### config.mk
export PLATFORM = sky130hd
export DESIGN_NAME = clock_set_ctrl_flat
export DESIGN_NICKNAME = d
export VERILOG_FILES = /design/src/rtl/clock_pkg.sv /design/src/rtl/clock_set_ctrl_if.sv /design/src/rtl/month_len.sv /design/src/rtl/clock_set_ctrl.sv /design/src/flat_wrapper.sv
export SDC_FILE = /design/constraint.sdc
export NUM_CORES = 1
export LEC_CHECK = 0
export CORE_MARGIN = 3
export CORE_UTILIZATION = 37
export CTS_CLUSTER_SIZE = 8
export DETAILED_ROUTE_END_ITERATION = 6
export HOLD_SLACK_MARGIN = 0.12
export PLACE_DENSITY = 0.7
export SYNTH_ARGS = -nofsm -noshare
export SYNTH_HDL_FRONTEND = slang
export SYNTH_SLANG_ARGS = --single-unit
### constraint.sdc
create_clock -name clk -period 3.7 [get_ports clk]
set_input_delay 0.74 -clock clk [delete_from_list [all_inputs] [get_ports clk]]
set_output_delay 0.74 -clock clk [all_outputs]
set_load 0.02 [all_outputs]
### src/rtl/clock_pkg.sv
// Shared types and constants for the clock-setting controller and calendar counter.
package clock_pkg;

   localparam int unsigned SEC_W   = 6;
   localparam int unsigned MIN_W   = 6;
   localparam int unsigned HOUR_W  = 5;
   localparam int unsigned DAY_W   = 5;
   localparam int unsigned MONTH_W = 4;
   localparam int unsigned YEAR_W  = 14;

   typedef enum logic [2:0] {
      RUN     = 3'd0,
      S_YEAR  = 3'd1,
      S_MONTH = 3'd2,
      S_DAY   = 3'd3,
      S_HOUR  = 3'd4,
      S_MIN   = 3'd5,
      S_SEC   = 3'd6,
      COMMIT  = 3'd7
   } state_e;

   localparam logic [2:0] FS_NONE  = 3'd0;
   localparam logic [2:0] FS_YEAR  = 3'd1;
   localparam logic [2:0] FS_MONTH = 3'd2;
   localparam logic [2:0] FS_DAY   = 3'd3;
   localparam logic [2:0] FS_HOUR  = 3'd4;
   localparam logic [2:0] FS_MIN   = 3'd5;
   localparam logic [2:0] FS_SEC   = 3'd6;

   localparam int unsigned SEC_MAX   = 59;
   localparam int unsigned MIN_MAX   = 59;
   localparam int unsigned HOUR_MAX  = 23;
   localparam int unsigned DAY_MIN   = 1;
   localparam int unsigned MONTH_MIN = 1;
   localparam int unsigned MONTH_MAX = 12;
   localparam int unsigned YEAR_MAX  = 9999;

   localparam int unsigned RST_YEAR  = 2024;
   localparam int unsigned RST_MONTH = 1;
   localparam int unsigned RST_DAY   = 1;

   typedef struct packed {
      logic [YEAR_W-1:0]  year;
      logic [MONTH_W-1:0] month;
      logic [DAY_W-1:0]   day;
      logic [HOUR_W-1:0]  hour;
      logic [MIN_W-1:0]   min;
      logic [SEC_W-1:0]   sec;
   } cal_t;

   localparam cal_t RST_CAL = '{
      year:  YEAR_W'(RST_YEAR),
      month: MONTH_W'(RST_MONTH),
      day:   DAY_W'(RST_DAY),
      hour:  '0,
      min:   '0,
      sec:   '0
   };

   // Wrapping +1/-1 inside [lo, hi]; simultaneous up and down leaves the value alone.
   function automatic logic [YEAR_W-1:0] step_field(input logic [YEAR_W-1:0] val,
                                                    input logic [YEAR_W-1:0] lo,
                                                    input logic [YEAR_W-1:0] hi,
                                                    input logic              up,
                                                    input logic              down);
      step_field = val;
      if (up && !down) begin
         step_field = (val >= hi) ? lo : val + YEAR_W'(1);
      end else if (down && !up) begin
         step_field = (val <= lo) ? hi : val - YEAR_W'(1);
      end
   endfunction

endpackage

### src/rtl/clock_set_ctrl_if.sv
// Button, live-time, shadow-time and load handshake bundle between the setting
// controller (slave) and its surroundings (master).
interface clock_set_ctrl_if;
   import clock_pkg::*;

   logic               tick_1hz;
   logic               btn_mode;
   logic               btn_inc;
   logic               btn_dec;
   logic [SEC_W-1:0]   cur_sec;
   logic [MIN_W-1:0]   cur_min;
   logic [HOUR_W-1:0]  cur_hour;
   logic [DAY_W-1:0]   cur_day;
   logic [MONTH_W-1:0] cur_month;
   logic [YEAR_W-1:0]  cur_year;
   logic [SEC_W-1:0]   set_sec;
   logic [MIN_W-1:0]   set_min;
   logic [HOUR_W-1:0]  set_hour;
   logic [DAY_W-1:0]   set_day;
   logic [MONTH_W-1:0] set_month;
   logic [YEAR_W-1:0]  set_year;
   logic               load_req;
   logic               load_ack;
   logic               run_en;
   logic [2:0]         field_sel;

   modport master (
      output tick_1hz, btn_mode, btn_inc, btn_dec,
      output cur_sec, cur_min, cur_hour, cur_day, cur_month, cur_year,
      output load_ack,
      input  set_sec, set_min, set_hour, set_day, set_month, set_year,
      input  load_req, run_en, field_sel
   );

   modport slave (
      input  tick_1hz, btn_mode, btn_inc, btn_dec,
      input  cur_sec, cur_min, cur_hour, cur_day, cur_month, cur_year,
      input  load_ack,
      output set_sec, set_min, set_hour, set_day, set_month, set_year,
      output load_req, run_en, field_sel
   );

endinterface

### src/rtl/month_len.sv
// Days in a month for a given year (leap when year % 4 == 0); purely combinational.
module month_len
   import clock_pkg::*;
(
   input  logic [MONTH_W-1:0] month,
   input  logic [YEAR_W-1:0]  year,
   output logic [DAY_W-1:0]   days_in_month_c
);

   logic leap_c;
   assign leap_c = ((year % YEAR_W'(4)) == '0);

   always_comb begin
      days_in_month_c = DAY_W'(31);
      case (month)
         MONTH_W'(2):  days_in_month_c = leap_c ? DAY_W'(29) : DAY_W'(28);
         MONTH_W'(4),
         MONTH_W'(6),
         MONTH_W'(9),
         MONTH_W'(11): days_in_month_c = DAY_W'(30);
         default:      days_in_month_c = DAY_W'(31);
      endcase
   end

endmodule

### src/rtl/clock_set_ctrl.sv
// Button-driven time/date setting controller with shadow registers and load handshake.
// Optional idle timeout in set mode is enabled by defining SET_TIMEOUT_EN.
module clock_set_ctrl
   import clock_pkg::*;
#(
   parameter int unsigned TIMEOUT_S = 30
) (
   input  logic             clk,
   input  logic             rst_n,
   clock_set_ctrl_if.slave  bus
);

   state_e             state_q, state_d;
   cal_t               set_q, set_d, cur_c;
   logic [YEAR_W-1:0]  yr_c;
   logic [MONTH_W-1:0] mon_c;
   logic [DAY_W-1:0]   dim_cur_c, dim_new_c;
   logic               in_set_c, any_btn_c, edit_c, timeout_c;
   logic               run_en_q, run_en_d, load_req_q, load_req_d;
   logic [2:0]         field_sel_q, field_sel_d;

   assign cur_c = '{year: bus.cur_year, month: bus.cur_month, day: bus.cur_day,
                    hour: bus.cur_hour, min: bus.cur_min, sec: bus.cur_sec};

   assign in_set_c  = (state_q inside {S_YEAR, S_MONTH, S_DAY, S_HOUR, S_MIN, S_SEC});
   assign any_btn_c = bus.btn_mode | bus.btn_inc | bus.btn_dec;
   // Mode takes priority over inc/dec in the same cycle.
   assign edit_c    = in_set_c && !bus.btn_mode && (bus.btn_inc ^ bus.btn_dec);

`ifdef SET_TIMEOUT_EN
   localparam int unsigned CNT_W = (TIMEOUT_S > 1) ? $clog2(TIMEOUT_S) : 1;
   logic [CNT_W-1:0] cnt_q, cnt_d;

   always_comb begin
      cnt_d     = cnt_q;
      timeout_c = 1'b0;
      if (!in_set_c || any_btn_c) begin
         cnt_d = '0;
      end else if (bus.tick_1hz) begin
         if (cnt_q == CNT_W'(TIMEOUT_S - 1)) begin
            timeout_c = 1'b1;
            cnt_d     = '0;
         end else begin
            cnt_d = cnt_q + CNT_W'(1);
         end
      end
   end

   always_ff @(posedge clk or negedge rst_n) begin
      if (!rst_n) cnt_q <= '0;
      else        cnt_q <= cnt_d;
   end
`else
   logic unused_timeout;
   assign unused_timeout = bus.tick_1hz ^ (TIMEOUT_S == 0);
   assign timeout_c      = 1'b0;
`endif

   // Edited year/month feed the day clamp on the same edge.
   always_comb begin
      yr_c  = set_q.year;
      mon_c = set_q.month;
      if (edit_c && state_q == S_YEAR) begin
         yr_c = step_field(set_q.year, '0, YEAR_W'(YEAR_MAX), bus.btn_inc, bus.btn_dec);
      end
      if (edit_c && state_q == S_MONTH) begin
         mon_c = MONTH_W'(step_field(YEAR_W'(set_q.month), YEAR_W'(MONTH_MIN),
                                     YEAR_W'(MONTH_MAX), bus.btn_inc, bus.btn_dec));
      end
   end

   month_len u_dim_cur (.month(set_q.month), .year(set_q.year), .days_in_month_c(dim_cur_c));
   month_len u_dim_new (.month(mon_c),       .year(yr_c),       .days_in_month_c(dim_new_c));

   always_comb begin
      set_d = set_q;
      if (state_q == RUN && bus.btn_mode) begin
         set_d = cur_c;
      end else if (edit_c) begin
         set_d.year  = yr_c;
         set_d.month = mon_c;
         case (state_q)
            S_YEAR, S_MONTH: if (set_q.day > dim_new_c) set_d.day = dim_new_c;
            S_DAY:   set_d.day  = DAY_W'(step_field(YEAR_W'(set_q.day), YEAR_W'(DAY_MIN),
                                                    YEAR_W'(dim_cur_c), bus.btn_inc, bus.btn_dec));
            S_HOUR:  set_d.hour = HOUR_W'(step_field(YEAR_W'(set_q.hour), '0,
                                                     YEAR_W'(HOUR_MAX), bus.btn_inc, bus.btn_dec));
            S_MIN:   set_d.min  = MIN_W'(step_field(YEAR_W'(set_q.min), '0,
                                                    YEAR_W'(MIN_MAX), bus.btn_inc, bus.btn_dec));
            S_SEC:   set_d.sec  = SEC_W'(step_field(YEAR_W'(set_q.sec), '0,
                                                    YEAR_W'(SEC_MAX), bus.btn_inc, bus.btn_dec));
            default: set_d = set_q;
         endcase
      end
   end

   always_ff @(posedge clk or negedge rst_n) begin
      if (!rst_n) begin
         state_q <= RUN;
         set_q   <= RST_CAL;
      end else begin
         state_q <= state_d;
         set_q   <= set_d;
      end
   end

   always_comb begin
      state_d = state_q;
      case (state_q)
         RUN:     if (bus.btn_mode) state_d = S_YEAR;
         S_YEAR:  if (bus.btn_mode) state_d = S_MONTH;
         S_MONTH: if (bus.btn_mode) state_d = S_DAY;
         S_DAY:   if (bus.btn_mode) state_d = S_HOUR;
         S_HOUR:  if (bus.btn_mode) state_d = S_MIN;
         S_MIN:   if (bus.btn_mode) state_d = S_SEC;
         S_SEC:   if (bus.btn_mode) state_d = COMMIT;
         COMMIT:  if (bus.load_ack) state_d = RUN;
         default: state_d = RUN;
      endcase
      if (timeout_c) state_d = RUN;
   end

   // Outputs decoded from the next state so they are registered yet aligned with it.
   always_comb begin
      run_en_d    = 1'b0;
      load_req_d  = 1'b0;
      field_sel_d = FS_NONE;
      case (state_d)
         RUN:     run_en_d    = 1'b1;
         S_YEAR:  field_sel_d = FS_YEAR;
         S_MONTH: field_sel_d = FS_MONTH;
         S_DAY:   field_sel_d = FS_DAY;
         S_HOUR:  field_sel_d = FS_HOUR;
         S_MIN:   field_sel_d = FS_MIN;
         S_SEC:   field_sel_d = FS_SEC;
         COMMIT:  load_req_d  = 1'b1;
         default: run_en_d    = 1'b0;
      endcase
   end

   always_ff @(posedge clk or negedge rst_n) begin
      if (!rst_n) begin
         run_en_q    <= 1'b1;
         load_req_q  <= 1'b0;
         field_sel_q <= FS_NONE;
      end else begin
         run_en_q    <= run_en_d;
         load_req_q  <= load_req_d;
         field_sel_q <= field_sel_d;
      end
   end

   assign bus.set_year  = set_q.year;
   assign bus.set_month = set_q.month;
   assign bus.set_day   = set_q.day;
   assign bus.set_hour  = set_q.hour;
   assign bus.set_min   = set_q.min;
   assign bus.set_sec   = set_q.sec;
   assign bus.run_en    = run_en_q;
   assign bus.load_req  = load_req_q;
   assign bus.field_sel = field_sel_q;

endmodule

### src/flat_wrapper.sv
// flat-port wrapper written by rule: the top's interface ports become plain ports
module clock_set_ctrl_flat import clock_pkg::*;
#(
   parameter int unsigned TIMEOUT_S = 30
)
  (clk, rst_n, bus_tick_1hz, bus_btn_mode, bus_btn_inc, bus_btn_dec, bus_cur_sec, bus_cur_min, bus_cur_hour, bus_cur_day, bus_cur_month, bus_cur_year, bus_load_ack, bus_set_sec, bus_set_min, bus_set_hour, bus_set_day, bus_set_month, bus_set_year, bus_load_req, bus_run_en, bus_field_sel);
  clock_set_ctrl_if bus_i ();
  input  logic clk;
  input  logic rst_n;
  input wire logic [$bits(bus_i.tick_1hz)-1:0] bus_tick_1hz;
  input wire logic [$bits(bus_i.btn_mode)-1:0] bus_btn_mode;
  input wire logic [$bits(bus_i.btn_inc)-1:0] bus_btn_inc;
  input wire logic [$bits(bus_i.btn_dec)-1:0] bus_btn_dec;
  input wire logic [$bits(bus_i.cur_sec)-1:0] bus_cur_sec;
  input wire logic [$bits(bus_i.cur_min)-1:0] bus_cur_min;
  input wire logic [$bits(bus_i.cur_hour)-1:0] bus_cur_hour;
  input wire logic [$bits(bus_i.cur_day)-1:0] bus_cur_day;
  input wire logic [$bits(bus_i.cur_month)-1:0] bus_cur_month;
  input wire logic [$bits(bus_i.cur_year)-1:0] bus_cur_year;
  input wire logic [$bits(bus_i.load_ack)-1:0] bus_load_ack;
  output wire logic [$bits(bus_i.set_sec)-1:0] bus_set_sec;
  output wire logic [$bits(bus_i.set_min)-1:0] bus_set_min;
  output wire logic [$bits(bus_i.set_hour)-1:0] bus_set_hour;
  output wire logic [$bits(bus_i.set_day)-1:0] bus_set_day;
  output wire logic [$bits(bus_i.set_month)-1:0] bus_set_month;
  output wire logic [$bits(bus_i.set_year)-1:0] bus_set_year;
  output wire logic [$bits(bus_i.load_req)-1:0] bus_load_req;
  output wire logic [$bits(bus_i.run_en)-1:0] bus_run_en;
  output wire logic [$bits(bus_i.field_sel)-1:0] bus_field_sel;
  assign bus_i.tick_1hz = bus_tick_1hz;
  assign bus_i.btn_mode = bus_btn_mode;
  assign bus_i.btn_inc = bus_btn_inc;
  assign bus_i.btn_dec = bus_btn_dec;
  assign bus_i.cur_sec = bus_cur_sec;
  assign bus_i.cur_min = bus_cur_min;
  assign bus_i.cur_hour = bus_cur_hour;
  assign bus_i.cur_day = bus_cur_day;
  assign bus_i.cur_month = bus_cur_month;
  assign bus_i.cur_year = bus_cur_year;
  assign bus_i.load_ack = bus_load_ack;
  assign bus_set_sec = bus_i.set_sec;
  assign bus_set_min = bus_i.set_min;
  assign bus_set_hour = bus_i.set_hour;
  assign bus_set_day = bus_i.set_day;
  assign bus_set_month = bus_i.set_month;
  assign bus_set_year = bus_i.set_year;
  assign bus_load_req = bus_i.load_req;
  assign bus_run_en = bus_i.run_en;
  assign bus_field_sel = bus_i.field_sel;
  clock_set_ctrl #(.TIMEOUT_S(TIMEOUT_S)) u_core (.clk(clk), .rst_n(rst_n), .bus(bus_i));
endmodule
Yosys cells after proc, flatten, opt, wreduce, memory -nomap -nowiden
Cells that the tools add are included.
{ "word_totals": {"out_inout_bits": 45, "reg_bits": 48, "elab_cells": 146, "inputBits": 47} }
{ "op_classes": {"eq_ne": 26, "order_cmp": 13, "reduce_logical": 33, "add_sub_neg": 12, "bitwise_logic": 1, "mux": 50} }
{ "op_table": {"columns": ["cell", "n"], "rows": [
  ["$mux W40", 2],
  ["$mux W14", 5],
  ["$mux W6", 10],
  ["$mux W5", 10],
  ["$logic_not A14 Y1", 2],
  ["$eq A3 B3 Y1 const B", 8],
  ["$mux W3", 8],
  ["$pmux W3 S8", 1],
  ["$mux W4", 5],
  ["$mux W18", 1],
  ["$pmux W3 S6", 1],
  ["$eq A4 B3 Y1 const B", 4],
  ["$eq A4 B4 Y1 const B", 4],
  ["$add A14 B1 Y14 const B", 1],
  ["$ge A14 B14 Y1 const B", 1],
  ["$le A14 B1 Y1 const B", 1],
  ["$sub A14 B1 Y14 const B", 1],
  ["$add A6 B1 Y6 const B", 2],
  ["$eq A3 B2 Y1 const B", 4],
  ["$ge A6 B6 Y1 const B", 2],
  ["$le A6 B1 Y1 const B", 2],
  ["$reduce_bool A2 Y1", 6],
  ["$sub A6 B1 Y6 const B", 2],
  ["$add A5 B1 Y5 const B", 2],
  ["other kinds (28)", 50]
]} }

Depth between registers and ports, before layout
{ "logic_depth": {"word_depth": 14, "depth_mapped": 18, "depth_no_buf": 17} }

By module
From an unflattened synthesis, not the netlist that was laid out.
{ "unflattened": {"cells_unflattened": 630, "area_unflattened_um2": 4931.0} }
{ "by_module_without_submodules": {"columns": ["mod", "seq_area_each_um2", "cells_per_inst", "instances", "area_each_um2"], "rows": [
  ["clock_set_ctrl", 1213.7, 610, 1, 4785.8],
  ["month_len", 0.0, 10, 2, 72.6]
]} }

Worst setup path before layout
No wires, ideal clock.
{ "synth_path": {"path_type": "input-to-reg", "start": "in bus_btn_dec", "end": "reg u_core.set_q (netlist bit u_core.bus.set_day[2])", "t_arrival_ns": 3.685, "required_ns": 3.579, "slack_ns": -0.106, "path_stages": 15, "n_path_buf": 1, "setup_ns": 0.121, "cell_sequence": "inv_1 -> ha_1 -> nor3_2 -> nand3_1 -> a222oi_1 -> nand2_1 -> nor3b_1 -> ha_1 -> a21oi_1 -> o21ai_0 -> o22ai_1 -> nor2b_1 -> clkbuf_1 -> o31ai_1 -> a22o_1"} }
{ "synth_between": {"elab_chain_cells": 10, "word_cells_on_any_way": 31, "classes_between": "order compare: 1; eq/ne: 7; mux: 12; bitwise: 1; reduce/logical: 10"} }
{ "synth_lines": {"columns": ["item", "line", "rtl"], "rows": [
  ["from (decl)", "flat_wrapper.sv:13", "input wire logic [$bits(bus_i.btn_dec)-1:0] bus_btn_dec;"],
  ["$logic_and A1 B1 Y1 (tied with other cells)", "clock_pkg.sv:69", "end else if (down && !up) begin"],
  ["$mux W4 (tied with other cells)", "clock_pkg.sv:69", null],
  ["$mux W4 (tied with other cells)", "clock_pkg.sv:67", "if (up && !down) begin"],
  ["$mux W4 / $mux W14 (equally long branches)", "clock_set_ctrl.sv:66, clock_set_ctrl.sv:63", null],
  ["$eq A4 B3 Y1 (tied with other cells)", "month_len.sv:15", "case (month)"],
  ["$reduce_or A4 Y1 / $mux W1 (equally long branches)", "month_len.sv:15, month_len.sv:16", null],
  ["$pmux W2 S2", "month_len.sv:15", null],
  ["$gt A5 B5 Y1", "clock_set_ctrl.sv:83", "S_YEAR, S_MONTH: if (set_q.day > dim_new_c) set_d.day = dim_new_c;"],
  ["$ne A3 B1 Y1 (no source line)", null, null],
  ["$reduce_and A4 Y1 (no source line)", null, null],
  ["to (signal assigned)", "clock_set_ctrl.sv:103", "set_q <= set_d;"],
  ["to (decl)", "clock_set_ctrl.sv:14", "cal_t set_q, set_d, cur_c;"]
]} }
Parallel ways exist; a longest one is shown, timed or not. The select of a mux whose other input is x is not followed.
A chain may end at the register's enable or synchronous reset.

Final worst setup path
Ends and elaborated chain as after synthesis.

==> results_dict.tcl <==
set metrics [dict create \
    rr_endpoint "u_core.bus.set_day[2]" \
    maximum_number_of_pins_on_one_net_before_global_route_repair 40 \
    netSwitchingFraction_pct 47.4 \
    r2r_cells 15 \
    critical_path.reg2reg.startpoint "u_core.bus.set_year[7]" \
    buffer_ports.inserted 90 \
    dieArea_sq_um 13300 \
    wl_per_cell_microns 16.8 \
    grtUsageTotal_pct 20.6 \
    cts.clk_slew.worst_paths_ns 0.07 \
    final_hold_violation_count 0 \
    postSynth.asyncResetShare_pct 100 \
    critical_path_class "in2reg" \
    timing.fmax_mhz 281 \
    max_cap_viol_count 0 \
    run_status "completed" \
    grt_overflow 0 \
    drc_errors 0 \
    die_height_microns 115 \
    clkSinkCount 48 \
    final_min_period_over_clock_period_pct 96.0 \
    cts_buffer_depth 2 \
    route.final.wire_length_microns 14000 \
    cp_slowest_cell "sky130_fd_sc_hd__or3_4" \
    cts_root_buffer "sky130_fd_sc_hd__clkbuf_16" \
    power.share.sequential_pct 24.8 \
    tritoncts.num_buffers 5 \
    post_synth.cell_area_avg_sq_um 7.68 \
    synth_area_sq_um 4420 \
    floorplan.rows 39 \
    count_of_vias_placed_by_the_detailed_router 4820 \
    htreeDepth 2 \
    ioPinCount 92 \
    critPathTopFamily "compound AO/OA/AOI/OAI gates" \
    synth-main-ff-cell "sky130_fd_sc_hd__dfrtp_1" \
    crit_path_end_kind "flip-flop" \
    syn2layout_area_growth_pct 38.0 \
    die_w_microns 115 \
    fin_crit_ns 3.55 \
    worst-path-max-fanout 4 \
    yosysSeqAreaShare_pct 27.4 \
    hpwl_microns 10400 \
    antenna_violating_nets_left 0 \
    reg2reg_setup_slack_ns 0.15 \
    post_route_cells_drive_above_1_share_pct 18.0 \
    layout.cells.non_filler 836 \
    yosysUniqueCellTypes 65 \
    syn-num-nets 645 \
    critical_path_buf_inv_count 5 \
    count_of_hold_fix_buffers_inserted_at_cts 0 \
    via_per_inst 5.77 \
    clock_power_share_pct 9.6 \
    antenna_found_initial 0 \
    setup.worst_path.start_class "primary input" \
    worstPathArrival_ns 3.73 \
    drtPass1Iterations 5 \
    nNetsFinal 761 \
    power.switching_uw 2330 \
    post-layout-total-power_uw 4900 \
    grt_pass1_wl_microns 22500 \
    sequential_cell_area_sq_um 1210 \
    number_of_enable_flip_flop_cells_after_synthesis 0 \
    cp_slowest_stage_delay_ns 0.42 \
    slew_headroom_pct 47.5 \
    dpl.cell_count 820 \
    finalSetupViolations 0 \
    worst_pin_slew_ns 0.788 \
    power-per-cell-area_nw_per_um2 803 \
    multi_input_area_sq_um 3130 \
    number_of_cells_produced_by_synthesis 576 \
    p_leak_uw 0.00241 \
    crit_chain "buf_4 -> inv_2 -> ha_4 -> or3_4 -> buf_4 -> nor3_4 -> nand3_2 -> o311ai_4 -> a21oi_2 -> a2bb2oi_2 -> inv_1 -> ha_4 -> a21oi_2 -> o21ai_1 -> o22ai_1 -> nor2b_4 -> buf_6 -> o31ai_1 -> a22o_1" \
    starting_density_of_the_core_pct 38.3 \
    internal_dissipation_uw 2580 \
    clock_latency_ns 0.29 \
    worst_ir_drop_vdd_mv 0.307 \
    critPathRequiredTime_ns 3.88 \
    grt_pass1_vias 4607 \
    worstHoldPathType "in2async" \
    synth_warnings 0 \
    core_sq_um 11600 \
    p_comb_share_pct 65.5 \
    gp_congestion 0.915 \
    ff_latch_count_synth 48 \
    final.fill_count 1080 \
    antenna-diode-count 0 \
    finClkSkew_ns 0.00518 \
    tritoncts "done" \
    first_iter_violations 264 \
    number_of_pins_exceeding_their_max_slew_limit_in_the_final_report 0 \
]
[area by class of cell]
| cell class | instances | area share (%) |
|---|---|---|
| Multi-Input combinational cell | 463 | 51.3 |
| Timing Repair Buffer | 150 | 22.0 |
| Sequential cell | 48 | 19.9 |
| Tap cell | 143 | 2.93 |
| Clock buffer | 8 | 2.40 |
| Inverter | 24 | 1.48 |
[synthesized netlist by cell type (3+ instances only)]
cell                        count  share of area [%]
sky130_fd_sc_hd__xnor2_1       20                4.0
sky130_fd_sc_hd__a22oi_1        9                1.5
sky130_fd_sc_hd__and3_1         8                1.1
sky130_fd_sc_hd__o211ai_1      16                2.7
sky130_fd_sc_hd__a22o_1         3               0.59
sky130_fd_sc_hd__nor2b_1       11                1.6
sky130_fd_sc_hd__and2_1         3               0.42
sky130_fd_sc_hd__o2111ai_1      5               0.99
sky130_fd_sc_hd__a31oi_1       12                1.7
sky130_fd_sc_hd__nand2_1       58                4.9
sky130_fd_sc_hd__o21a_1         3               0.51
sky130_fd_sc_hd__inv_1         24                2.0
sky130_fd_sc_hd__a221oi_1       9                1.8
sky130_fd_sc_hd__or2_2          3               0.42
sky130_fd_sc_hd__a221o_1        7                1.6
sky130_fd_sc_hd__nor2_1        50                4.2
sky130_fd_sc_hd__ha_1          22                6.2
sky130_fd_sc_hd__o21ai_0       50                5.7
sky130_fd_sc_hd__nand2b_1       6               0.85
sky130_fd_sc_hd__xor2_1        10                2.0
sky130_fd_sc_hd__nand3b_1       3               0.51
sky130_fd_sc_hd__or3_1          3               0.42
sky130_fd_sc_hd__a21oi_1       45                5.1
sky130_fd_sc_hd__clkbuf_1      32                2.7
sky130_fd_sc_hd__buf_2          4               0.45
sky130_fd_sc_hd__dfrtp_1       38                 21
sky130_fd_sc_hd__nand3_1       26                2.9
sky130_fd_sc_hd__o22ai_1        6               0.85
sky130_fd_sc_hd__o221ai_1       5               0.99
sky130_fd_sc_hd__dfstp_2       10                5.9
sky130_fd_sc_hd__a211oi_1       3               0.51
sky130_fd_sc_hd__buf_1          4               0.34
sky130_fd_sc_hd__nor3_1        20                2.3
sky130_fd_sc_hd__mux2_2         7                1.8
sky130_fd_sc_hd__o31ai_1        7                1.2
[sequential cells by signal, summed over array words and instances, names as in the netlist]
register,cells
u_core.bus.set_year,14
u_core.state_q,3
u_core.bus.load_req,1
u_core.bus.set_day,5
u_core.bus.run_en,1
u_core.bus.set_month,4
u_core.bus.set_min,6
u_core.bus.set_sec,6
u_core.bus.set_hour,5
u_core.bus.field_sel,3
[layer usage]
| metal | track usage (%) | wire length (microns) |
|---|---|---|
| met1 | 27.2 | 6190 |
| met2 | 35.5 | 7030 |
| met4 | 5.09 | 159 |
| met5 | 0 | 0 |
| met3 | 2.89 | 646 |
[worst max path at each step]
| stage | cells after the start | startpoint | end | slack, ns |
|---|---|---|---|---|
| after floorplan | 16 | bus_btn_dec | u_core.bus.set_day[2] | 0.07 |
| after global placement | 18 | bus_btn_dec | u_core.bus.set_day[2] | -0.61 |
| after detailed placement | 18 | bus_btn_dec | u_core.bus.set_day[2] | -0.77 |
| after CTS | 18 | bus_btn_inc | u_core.bus.set_day[2] | 0.002 |
| after global routing | 16 | u_core.bus.set_month[0] | u_core.bus.set_day[2] | -0.04 |
| final | 19 | bus_btn_dec | u_core.bus.set_day[2] | 0.15 |
[stage by stage]
step	utilization (%)	worst slack [ns]	TNS, ns	instance area [sq um]	hold WS (ns)
floorplan	-	0.0657	0	4430	0.444
global placement	49.6	-0.611	-2.65	5730	0.643
detailed placement	49.6	-0.766	-3.43	5730	0.654
CTS	51.7	0.00180	0	5980	0.531
global route	52.8	-0.0438	-0.0804	6110	0.551
finish	52.8	0.147	0	6110	0.495
[layout by cell type, fill, tap and decap left out, types with 9 or more instances in the layout]
| master | n |
|---|---|
| sky130_fd_sc_hd__o21ai_0 | 47 |
| sky130_fd_sc_hd__nor2_1 | 49 |
| sky130_fd_sc_hd__nor2b_1 | 10 |
| sky130_fd_sc_hd__nand3_1 | 23 |
| sky130_fd_sc_hd__nand2_1 | 58 |
| sky130_fd_sc_hd__ha_1 | 19 |
| sky130_fd_sc_hd__o211ai_1 | 16 |
| sky130_fd_sc_hd__nor3_1 | 18 |
| sky130_fd_sc_hd__a21oi_1 | 43 |
| sky130_fd_sc_hd__buf_4 | 58 |
| sky130_fd_sc_hd__a221oi_1 | 9 |
| sky130_fd_sc_hd__a31oi_1 | 12 |
| sky130_fd_sc_hd__xor2_1 | 10 |
| sky130_fd_sc_hd__dfrtp_1 | 38 |
| sky130_fd_sc_hd__clkdlybuf4s50_1 | 86 |
| sky130_fd_sc_hd__dfstp_2 | 10 |
| sky130_fd_sc_hd__inv_1 | 23 |
| sky130_fd_sc_hd__xnor2_1 | 20 |
[cells by family (layout without fill, tap and decap cells)]
| kind of cell | Yosys count | after routing | synth area share [%] |
|---|---|---|---|
| AOI/OAI and AO/OA | 197 | 197 | 29.3 |
| xor gates and xnor gates | 30 | 30 | 5.94 |
| buffers and inverters | 65 | 182 | 5.80 |
| muxes | 9 | 9 | 2.23 |
| DFF | 48 | 48 | 27.4 |
| and+or+nand+nor | 205 | 205 | 23.0 |
| adders and majority gates | 22 | 22 | 6.22 |
[timing repair]
action                     CTS  global route
setup endpoints to repair    5             5
buffers inserted             5             2
resized for setup           19            23
pin swaps                   13            19
cloned                       1             0
[power groups by stage]
| stage | sequential (uW) | clock (uW) | combinational (uW) |
|---|---|---|---|
| floorplan | 1330 | 0 | 1800 |
| global placement | 1200 | 0 | 2980 |
| detailed placement | 1210 | 0 | 3050 |
| CTS | 1200 | 483 | 3120 |
| global route | 1270 | 506 | 3520 |
| finish | 1220 | 472 | 3210 |
(Power assumes the default switching activity.)
